<file path="src/rtl/alu_pkg.sv">
// Shared definitions for the bit-serial ALU: command encoding, FSM state
// encoding and the helper deriving the subtract controls from a command.
package alu_pkg;

  localparam logic [2:0] ALU_ADD  = 3'b000;
  localparam logic [2:0] ALU_SUB  = 3'b001;
  localparam logic [2:0] ALU_XOR  = 3'b010;
  localparam logic [2:0] ALU_SLT  = 3'b011;
  localparam logic [2:0] ALU_AND  = 3'b100;
  localparam logic [2:0] ALU_NAND = 3'b101;
  localparam logic [2:0] ALU_NOR  = 3'b110;
  localparam logic [2:0] ALU_OR   = 3'b111;

  typedef logic [1:0] state_t;
  localparam state_t ST_IDLE = 2'd0;
  localparam state_t ST_RUN  = 2'd1;
  localparam state_t ST_FIX  = 2'd2;
  localparam state_t ST_DONE = 2'd3;

  typedef struct packed {
    logic invb;
    logic cin0;
  } sub_cfg_t;

  // SLT is a subtract followed by a sign fix-up, so it shares SUB's controls.
  function automatic sub_cfg_t sel_sub_cfg(input logic [2:0] sel);
    sub_cfg_t cfg;
    cfg.invb = (sel == ALU_SUB) || (sel == ALU_SLT);
    cfg.cin0 = cfg.invb;
    return cfg;
  endfunction

  function automatic logic sel_is_arith(input logic [2:0] sel);
    return (sel == ALU_ADD) || (sel == ALU_SUB) || (sel == ALU_SLT);
  endfunction

endpackage

</file>
<file path="src/rtl/alu_serial_seq_if.sv">
// Operand/command request channel and result response channel of the
// bit-serial ALU. master = initiator of operations, slave = the ALU.
interface alu_serial_seq_if #(parameter int WIDTH = 32);
  logic             in_valid;
  logic             in_ready;
  logic [WIDTH-1:0] a;
  logic [WIDTH-1:0] b;
  logic [2:0]       sel;
  logic             out_valid;
  logic             out_ready;
  logic [WIDTH-1:0] result;
  logic             carryout;
  logic             overflow;
  logic             zero;

  modport master (
    output in_valid, a, b, sel, out_ready,
    input  in_ready, out_valid, result, carryout, overflow, zero
  );

  modport slave (
    input  in_valid, a, b, sel, out_ready,
    output in_ready, out_valid, result, carryout, overflow, zero
  );
endinterface

</file>
<file path="src/rtl/alu_bit_op.sv">
// Combinational one-bit ALU slice: full adder with optional B inversion plus
// the bitwise operations, selected by the 3-bit command.
import alu_pkg::*;

module alu_bit_op (
  input  logic       a,
  input  logic       b,
  input  logic       cin,
  input  logic       invtb,
  input  logic [2:0] sel,
  output logic       result,
  output logic       cout
);

  logic bb;
  logic sum;
  logic nand_v;
  logic nor_v;

  assign bb     = b ^ invtb;
  assign sum    = a ^ bb ^ cin;
  assign cout   = (a & bb) | (cin & (a ^ bb));
  assign nand_v = ~(a & b);
  assign nor_v  = ~(a | b);

  always_comb begin
    result = sum;
    case (sel)
      ALU_XOR:  result = a ^ b;
      ALU_AND:  result = ~nand_v;
      ALU_NAND: result = nand_v;
      ALU_NOR:  result = nor_v;
      ALU_OR:   result = ~nor_v;
      default:  result = sum;
    endcase
  end

endmodule

</file>
<file path="src/rtl/alu_serial_seq.sv">
// Bit-serial ALU sequencer: one bit per cycle through a single alu_bit_op.
// Optional SLT fix-up cycle enabled by defining ALU_SERIAL_SLT_EN.
//
// state   | meaning
// IDLE    | in_ready high, waiting for an operation
// RUN     | evaluating bit cnt_q, LSB first
// FIX     | SLT only: replace result with the signed less-than bit
// DONE    | out_valid high, result/flags held until out_ready
import alu_pkg::*;

module alu_serial_seq #(
  parameter int WIDTH = 32
) (
  input  logic            clk,
  input  logic            rst_n,
  alu_serial_seq_if.slave bus
);

  localparam int CW = $clog2(WIDTH);

  state_t           state_q, state_d;
  logic [WIDTH-1:0] a_q, a_d;
  logic [WIDTH-1:0] b_q, b_d;
  logic [WIDTH-1:0] res_q, res_d;
  logic [2:0]       sel_q, sel_d;
  logic [CW-1:0]    cnt_q, cnt_d;
  logic             carry_q, carry_d;
  logic             nz_q, nz_d;
  logic             cout_q, cout_d;
  logic             ovf_q, ovf_d;
  logic             zero_q, zero_d;

  logic     slice_res;
  logic     slice_cout;
  logic     last_bit;
  sub_cfg_t run_cfg;
  sub_cfg_t in_cfg;

  assign run_cfg  = sel_sub_cfg(sel_q);
  assign in_cfg   = sel_sub_cfg(bus.sel);
  assign last_bit = (cnt_q == CW'(WIDTH - 1));

  alu_bit_op u_bit_op (
    .a      (a_q[0]),
    .b      (b_q[0]),
    .cin    (carry_q),
    .invtb  (run_cfg.invb),
    .sel    (sel_q),
    .result (slice_res),
    .cout   (slice_cout)
  );

  always_comb begin
    state_d = state_q;
    a_d     = a_q;
    b_d     = b_q;
    res_d   = res_q;
    sel_d   = sel_q;
    cnt_d   = cnt_q;
    carry_d = carry_q;
    nz_d    = nz_q;
    cout_d  = cout_q;
    ovf_d   = ovf_q;
    zero_d  = zero_q;
    case (state_q)
      ST_IDLE: begin
        if (bus.in_valid) begin
          a_d     = bus.a;
          b_d     = bus.b;
          sel_d   = bus.sel;
          cnt_d   = '0;
          carry_d = in_cfg.cin0;
          nz_d    = 1'b0;
          state_d = ST_RUN;
        end
      end
      ST_RUN: begin
        a_d     = a_q >> 1;
        b_d     = b_q >> 1;
        res_d   = {slice_res, res_q[WIDTH-1:1]};
        carry_d = slice_cout;
        nz_d    = nz_q | slice_res;
        if (last_bit) begin
          // carry_q here is the carry into the MSB
          cout_d  = sel_is_arith(sel_q) & slice_cout;
          ovf_d   = sel_is_arith(sel_q) & (carry_q ^ slice_cout);
          zero_d  = ~(nz_q | slice_res);
`ifdef ALU_SERIAL_SLT_EN
          state_d = (sel_q == ALU_SLT) ? ST_FIX : ST_DONE;
`else
          state_d = ST_DONE;
`endif
        end else begin
          cnt_d = cnt_q + 1'b1;
        end
      end
`ifdef ALU_SERIAL_SLT_EN
      ST_FIX: begin
        res_d    = '0;
        res_d[0] = res_q[WIDTH-1] ^ ovf_q;
        zero_d   = ~(res_q[WIDTH-1] ^ ovf_q);
        state_d  = ST_DONE;
      end
`endif
      ST_DONE: begin
        if (bus.out_ready) state_d = ST_IDLE;
      end
      default: state_d = ST_IDLE;
    endcase
  end

  always_ff @(posedge clk or negedge rst_n) begin
    if (!rst_n) begin
      state_q <= ST_IDLE;
      a_q     <= '0;
      b_q     <= '0;
      res_q   <= '0;
      sel_q   <= ALU_ADD;
      cnt_q   <= '0;
      carry_q <= 1'b0;
      nz_q    <= 1'b0;
      cout_q  <= 1'b0;
      ovf_q   <= 1'b0;
      zero_q  <= 1'b0;
    end else begin
      state_q <= state_d;
      a_q     <= a_d;
      b_q     <= b_d;
      res_q   <= res_d;
      sel_q   <= sel_d;
      cnt_q   <= cnt_d;
      carry_q <= carry_d;
      nz_q    <= nz_d;
      cout_q  <= cout_d;
      ovf_q   <= ovf_d;
      zero_q  <= zero_d;
    end
  end

  assign bus.in_ready  = (state_q == ST_IDLE);
  assign bus.out_valid = (state_q == ST_DONE);
  assign bus.result    = res_q;
  assign bus.carryout  = cout_q;
  assign bus.overflow  = ovf_q;
  assign bus.zero      = zero_q;

endmodule

</file>
<file path="src/flat_wrapper.sv">
// flat-port wrapper written by rule: the top's interface ports become plain ports
module alu_serial_seq_flat 
#(
  parameter int WIDTH = 32
)
  (clk, rst_n, bus_in_valid, bus_a, bus_b, bus_sel, bus_out_ready, bus_in_ready, bus_out_valid, bus_result, bus_carryout, bus_overflow, bus_zero);
  alu_serial_seq_if #(.WIDTH(WIDTH)) bus_i ();
  input  logic clk;
  input  logic rst_n;
  input wire logic [$bits(bus_i.in_valid)-1:0] bus_in_valid;
  input wire logic [$bits(bus_i.a)-1:0] bus_a;
  input wire logic [$bits(bus_i.b)-1:0] bus_b;
  input wire logic [$bits(bus_i.sel)-1:0] bus_sel;
  input wire logic [$bits(bus_i.out_ready)-1:0] bus_out_ready;
  output wire logic [$bits(bus_i.in_ready)-1:0] bus_in_ready;
  output wire logic [$bits(bus_i.out_valid)-1:0] bus_out_valid;
  output wire logic [$bits(bus_i.result)-1:0] bus_result;
  output wire logic [$bits(bus_i.carryout)-1:0] bus_carryout;
  output wire logic [$bits(bus_i.overflow)-1:0] bus_overflow;
  output wire logic [$bits(bus_i.zero)-1:0] bus_zero;
  assign bus_i.in_valid = bus_in_valid;
  assign bus_i.a = bus_a;
  assign bus_i.b = bus_b;
  assign bus_i.sel = bus_sel;
  assign bus_i.out_ready = bus_out_ready;
  assign bus_in_ready = bus_i.in_ready;
  assign bus_out_valid = bus_i.out_valid;
  assign bus_result = bus_i.result;
  assign bus_carryout = bus_i.carryout;
  assign bus_overflow = bus_i.overflow;
  assign bus_zero = bus_i.zero;
  alu_serial_seq #(.WIDTH(WIDTH)) u_core (.clk(clk), .rst_n(rst_n), .bus(bus_i));
endmodule
</file>
<file path="config.mk">
export PLATFORM = sky130hd
export DESIGN_NAME = alu_serial_seq_flat
export DESIGN_NICKNAME = d
export VERILOG_FILES = /design/src/rtl/alu_pkg.sv /design/src/rtl/alu_serial_seq_if.sv /design/src/rtl/alu_bit_op.sv /design/src/rtl/alu_serial_seq.sv /design/src/flat_wrapper.sv
export SDC_FILE = /design/constraint.sdc
export NUM_CORES = 1
export LEC_CHECK = 0
export ABC_AREA = 1
export BUFFER_PORTS_ARGS = -buffer_cell sky130_fd_sc_hd__buf_2
export CORE_ASPECT_RATIO = 1.25
export CORE_MARGIN = 1
export CORE_UTILIZATION = 55
export CTS_CLUSTER_DIAMETER = 80
export CTS_CLUSTER_SIZE = 16
export DETAILED_ROUTE_END_ITERATION = 12
export PLACE_DENSITY = 0.82
export SYNTH_ARGS = -nofsm -noshare
export SYNTH_HDL_FRONTEND = slang
export SYNTH_SLANG_ARGS = --single-unit
export TNS_END_PERCENT = 10
</file>
<file path="constraint.sdc">
create_clock -name clk -period 4.05 [get_ports clk]
set_clock_uncertainty 0.15 [all_clocks]
set_input_delay 0.6075 -clock clk [delete_from_list [all_inputs] [get_ports clk]]
set_output_delay 0.6075 -clock clk [all_outputs]
set_load 0.01 [all_outputs]
</file>
==> impl_metrics.tcl, run 1 <==
set metrics [dict create \
    r2r_cells 5 \
    fin_cells 718 \
    vias 3926 \
    power.density_nw_per_um2 806 \
    synth_area_leaders "dfrtp_1, o221a_1, nand2_1" \
    p_int_mw 2.79 \
    std_cell_rows 38 \
    slowest_stage "buf_4" \
    max_freq_mhz 418 \
    grt_overflow 0 \
    num_io_pins 108 \
    crit_family "buffers and inverters" \
    place_ws_ns 1.60 \
    p_total_mw 4.62 \
    reg2reg_from "u_core.state_q[1]" \
    wl_met1_um 4820 \
    root_buffer "clkbuf_8" \
    routed_wirelength_um 10700 \
    post_drt_wl_per_cell_um 14.9 \
    grt_pass1_wl_um 17600 \
    slew-limit-headroom_pct 27.5 \
    die-area_um2 9500 \
    comb_power_share_pct 41.9 \
    crit_path_start_kind "flop" \
    netlist_area_um2 5010 \
    dr.pass1.iters 4 \
    path_class "reg -> reg" \
    synth_seq_cells 111 \
    switching_power_mw 1.83 \
    tritoncts "built" \
    layout.nets 669 \
    ir_worst_vdd_uv 951 \
    min_period_ns 2.39 \
    cts_hold_buf 0 \
    setup_viol 0 \
    htree_levels 3 \
    setup_tns_ns 0 \
    hold_viol_final 0 \
    wl_met2_um 5090 \
    crit_path_cell_trace "inv_2 -> nand2_4 -> buf_4 -> nand2_8 -> o221a_1" \
    placed_area_um2 5510 \
    p_sw_share_pct 39.6 \
    numCtsBuffers 9 \
    synth_fp_nets 581 \
    layout-drive-gt1-share_pct 23.1 \
    final.period_utilization_pct 59.1 \
    final_core_util_pct 65.5 \
    yosysSeqAreaShare_pct 55.4 \
    io_buffers 107 \
    yosysWarnings 0 \
    antenna_found_initial 0 \
    pwr-share-seq_pct 42.6 \
    p_clk_share_pct 15.5 \
    ctsResizeCount 0 \
    area_growth_pct 14.4 \
    r2r-end "u_core.b_q[11]" \
    wl_met3_um 636 \
    slowest_delay_ns 0.66 \
    yosys.area.top_type_share_pct 55.4 \
    dpl.cell_count 702 \
    slew_violations 0 \
    worst_ep_required_time_ns 4.16 \
    top_layer_used "met4" \
    clk_latency_ns 0.37 \
    drc 0 \
    rsz0062_at_grt "false" \
    synth_top_area_cell "dfrtp_1" \
    cap_violations 0 \
    die_y_um 109 \
    cts_setup_buffers 0 \
    grt_pass1_vias 3790 \
    layout_setup_ws_ns 1.66 \
    place_congestion 0.788 \
    die_x_um 87.4 \
    run_status "completed" \
    hp-class "in -> async" \
    clockBufferDepth 2 \
    hold_slack_ns 0.0851 \
    drtAntennaViolNets 0 \
    track_usage_pct 23.6 \
    core_um2 8750 \
    design_area_um2 5730 \
    reg2reg_slack_ns 1.66 \
    initial_core_util_pct 57.3 \
    cp-end-kind "flop" \
    fillers 751 \
    syn_area_per_cell_um2 9.93 \
    path_max_fanout 70 \
    path_buf_inv 2 \
    dr.first_iter.drc_count 288 \
    antennaDiodeCount 0 \
    grt_max_degree 71 \
    leakage_nw 2.65 \
    syn_inst 505 \
    routed_via_density 5.47 \
    arrival_ns 2.50 \
    worst_slew_pin_slew_ns 1.09 \
    path_clk_slew_ns 0.11 \
    dp_hpwl_um 7070 \
    clkSinkCount 111 \
    ys_types 29 \
]
layer usage:
metal | GRT usage [%] | up-vias
met5 | 0 | -
met4 | 7.38 | 0
met3 | 5.00 | 14
met2 | 37.4 | 115
met1 | 32.8 | 1908
li1 | - | 1889
area by class of cell:
class,count,area [um^2],share of cell area (%)
Multi-Input combinational cell,327,1880,32.7
Clock inverter,6,86.3,1.51
Timing Repair Buffer,111,581,10.1
Tap cell,120,150,2.62
Clock buffer,10,138,2.40
Inverter,33,124,2.16
Sequential cell,111,2780,48.5
state kept, by name (all words and copies together) (netlist names):
signal and flops:
u_core.bus.result 32, u_core.bus.carryout 1, u_core.state_q 2, u_core.bus.overflow 1
u_core.cnt_q 5, u_core.nz_q 1, u_core.bus.zero 1, u_core.b_q 32
u_core.carry_q 1, u_core.a_q 32, u_core.sel_q 3
layout by cell type (no fill, tap or decap), types with 9 or more instances in the layout:
cell type,instances
buf_2,106
clkbuf_8,10
dfrtp_1,111
inv_1,29
nand2_1,123
nand3_1,13
nor2_1,68
o21ai_0,27
o21ai_1,9
o221a_1,60
kinds of logic after synthesis:
group	after synthesis	share of synthesized area (%)
flip-flops	111	55.4
buffers and inverters	67	7.16
AND/OR/NAND/NOR	216	17.5
XOR/XNOR	2	0.350
adder cells (fa/ha/maj)	5	1.40
AO/OA/AOI/OAI	104	18.1
worst max-delay path by stage:
stage	startpoint	end	slack, ns	cells past startpoint
after global routing	u_core.state_q[0]	u_core.b_q[11]	1.47	5
final	u_core.state_q[1]	u_core.b_q[11]	1.66	5
after global placement	bus_in_valid	u_core.b_q[27]	1.68	5
after floorplan	u_core.sel_q[2]	u_core.bus.zero	2.37	8
after detailed placement	bus_in_valid	u_core.b_q[11]	1.60	5
after CTS	u_core.state_q[0]	u_core.b_q[11]	1.70	5
synthesized netlist by cell type, drive strengths merged:
| master | n |
|---|---|
| a211oi | 2 |
| a21oi | 4 |
| a22o | 2 |
| buf | 26 |
| clkbuf | 8 |
| dfrtp | 111 |
| fa | 1 |
| ha | 4 |
| inv | 33 |
| nand2 | 127 |
| nand3 | 13 |
| nand4 | 1 |
| nor2 | 69 |
| nor3 | 5 |
| o21ai | 36 |
| o221a | 60 |
| or2 | 1 |
| xnor2 | 1 |
| xor2 | 1 |
power groups by stage:
stage / clock network (mW) / logic (mW) / registers (mW)
6_report: 0.716 / 1.94 / 1.97
3_5_place_dp: 0 / 1.96 / 1.96
4_1_cts: 0.726 / 1.95 / 1.96
2_1_floorplan: 0 / 1.51 / 1.96
5_1_grt: 0.771 / 2.19 / 2.02
3_3_place_gp: 0 / 1.86 / 1.96
No activity file was read; power rests on OpenSTA's default activity.
==> run 2, diff against run 1 <==
--- a/config.mk
+++ b/config.mk
@@ -5,15 +5,15 @@
 export SDC_FILE = /design/constraint.sdc
 export NUM_CORES = 1
 export LEC_CHECK = 0
-export ABC_AREA = 1
+export ABC_AREA = 0
 export BUFFER_PORTS_ARGS = -buffer_cell sky130_fd_sc_hd__buf_2
 export CORE_ASPECT_RATIO = 1.25
 export CORE_MARGIN = 1
-export CORE_UTILIZATION = 55
+export CORE_UTILIZATION = 54
 export CTS_CLUSTER_DIAMETER = 80
 export CTS_CLUSTER_SIZE = 16
 export DETAILED_ROUTE_END_ITERATION = 12
-export PLACE_DENSITY = 0.82
+export PLACE_DENSITY = 0.81
 export SYNTH_ARGS = -nofsm -noshare
 export SYNTH_HDL_FRONTEND = slang
 export SYNTH_SLANG_ARGS = --single-unit
==> constraint.sdc (replaced) <==
create_clock -name clk -period 2.33 [get_ports clk]
set_clock_uncertainty 0.15 [all_clocks]
set_input_delay 0.3495 -clock clk [delete_from_list [all_inputs] [get_ports clk]]
set_output_delay 0.3495 -clock clk [all_outputs]
set_load 0.01 [all_outputs]
==> run 2 against run 1 <==
- core utilization up 0.54 points
- count of clock-buffer cells in the layout up 2
- wire length down 7.2%
- design area up 1.4%
- setup slack worse by 1.3 ns
- first-iteration DRC count down 29%
- highest routed layer is now met5
==> impl_metrics.tcl, run 2 <==
set metrics [dict create \
    clk_latency_ns 0.36 \
    power.density_nw_per_um2 1270 \
    post_drt_wl_per_cell_um 13.8 \
    worst_slew_pin_slew_ns 0.525 \
    path_clk_slew_ns 0.09 \
    synth_area_leaders "dfrtp_1, mux2i_1, nand2_1" \
    slowest_delay_ns 0.47 \
    vias 3691 \
    arrival_ns 2.12 \
    crit_path_cell_trace "nor2b_1 -> xnor2_1 -> fa_1 -> nor2_1 -> mux2i_1 -> a32o_1" \
    reg2reg_from "u_core.sel_q[2]" \
    worstHoldStart "bus_out_ready" \
    drc 0 \
    clockBufferDepth 2 \
    fin_cells 717 \
    grt_pass1_vias 3630 \
    syn_inst 489 \
    synth_seq_cells 111 \
    netlist_area_um2 4960 \
    layout-drive-gt1-share_pct 23.4 \
    dpl.cell_count 698 \
    ctsResizeCount 0 \
    min_to "u_core.state_q[1]" \
    async_flop_share_pct 100 \
    layout_commonest_cell "nand2_1" \
    dp_hpwl_um 6970 \
    leakage_nw 3.25 \
    synthFlopType "dfrtp_1" \
    core_um2 8800 \
    dr.pass1.iters 4 \
    place_congestion 0.816 \
    path_max_fanout 8 \
    hold_viol_final 0 \
    path_class "reg -> reg" \
    max_freq_mhz 496 \
    rsz0062_at_grt "false" \
    area_growth_pct 17.0 \
    crit_family "flip-flops" \
    root_buffer "clkbuf_8" \
    cap_violations 0 \
    yosys.area.top_type_share_pct 55.9 \
    tritoncts "built" \
    min_period_ns 2.01 \
    synth_top_area_cell "dfrtp_1" \
    p_total_mw 7.39 \
    cts_setup_buffers 0 \
    antenna_found_initial 2 \
    reg2reg_slack_ns 0.32 \
    worst_ep_required_time_ns 2.44 \
    r2r_cells 6 \
    numCtsBuffers 9 \
    clkSinkCount 111 \
    htree_levels 3 \
    track_usage_pct 22.5 \
    yosysWarnings 0 \
    run_status "completed" \
    grt_max_degree 70 \
    die_y_um 109 \
    final.period_utilization_pct 86.5 \
    die-area_um2 9580 \
    hold_depth 2 \
    ir_worst_vdd_uv 901 \
    grt_overflow 0 \
    slowest_stage "dfrtp_1" \
    cts_hold_buf 2 \
    layout.nets 667 \
    final_cell_mix "nand2_1, dfrtp_1, buf_2" \
    std_cell_rows 38 \
    synth_fp_nets 565 \
    place_ws_ns 0.364 \
    syn_area_per_cell_um2 10.2 \
    io_buffers 107 \
    initial_core_util_pct 56.4 \
    slew_violations 0 \
    setup_viol 0 \
    yosys-top-cells-count "nand2_1, dfrtp_1, mux2i_1" \
    grt_pass1_wl_um 16500 \
    path_buf_inv 0 \
    cp-end-kind "flop" \
    drtAntennaViolNets 0 \
    synth.most_common_cell "nand2_1" \
    dr.first_iter.drc_count 205 \
    ys_types 35 \
    crit_path_start_kind "flop" \
    num_io_pins 108 \
    slew-limit-headroom_pct 65.0 \
    hold_slack_ns 0.0178 \
    r2r-end "u_core.nz_q" \
    setup_tns_ns 0 \
    routed_via_density 5.15 \
    die_x_um 87.8 \
    synth_edf_count 0 \
    yosysSeqAreaShare_pct 55.9 \
    hp-class "in -> reg" \
    layout_setup_ws_ns 0.316 \
    routed_wirelength_um 9920 \
]
## run 2: how the worst max path moves through the flow
stage | slack, ns | depth (start not counted) | to | from
after floorplan | 0.37 | 6 | u_core.cnt_q[0] | u_core.cnt_q[0]
after global placement | 0.43 | 6 | u_core.nz_q | u_core.sel_q[2]
after detailed placement | 0.36 | 6 | u_core.cnt_q[0] | u_core.cnt_q[0]
after CTS | 0.32 | 6 | u_core.cnt_q[0] | u_core.cnt_q[0]
after global routing | 0.22 | 6 | u_core.cnt_q[0] | u_core.cnt_q[0]
final | 0.32 | 6 | u_core.nz_q | u_core.sel_q[2]
## run 2: stage by stage
step / cell area (um^2) / util [%]
3_3_place_gp: 5630 / 64.0
5_1_grt: 5810 / 66.0
3_5_place_dp: 5630 / 64.0
2_1_floorplan: 4960 / -
4_1_cts: 5810 / 66.0
6_report: 5810 / 66.1
## run 2: cell type report
class	count	area [um^2]
clock inverter	3	21.3
multi-input combinational	342	1980
timing repair buffer	122	718
antenna	2	5.00
clock buffer	12	135
tap	120	150
inverter	5	18.8
sequential	111	2780
fill	695	2990
## run 2: worst register-to-register path, cell delays in order (launching register included)
cell and delay [ns]:
dfrtp_1 0.47, nor2b_1 0.17, xnor2_1 0.16, fa_1 0.42, nor2_1 0.13, mux2i_1 0.12, a32o_1 0.28
## run 2: layer usage
layer,GRT usage [%],vias up,part of all wire [%]
li1,-,1828,-
met1,28.2,1744,44
met2,36.7,97,47
met3,4.84,20,5.7
met4,11.0,2,2.5
met5,0,-,0.13
## run 2: cells by family after synthesis
family                   after synthesis  share of synthesized area (%)
XOR/XNOR                               3                          0.529
adder cells (fa/ha/maj)                5                           1.41
flip-flops                           111                           55.9
AND/OR/NAND/NOR                      188                           15.4
AO/OA/AOI/OAI                         77                           8.39
multiplexers                          69                           14.0
buffers and inverters                 36                           4.28
## run 2: power breakdown
| group | switching (mW) | internal (mW) |
|---|---|---|
| Sequential | 0.477 | 2.64 |
| Combinational | 1.97 | 1.31 |
| Clock | 0.608 | 0.386 |
| Total | 3.05 | 4.34 |
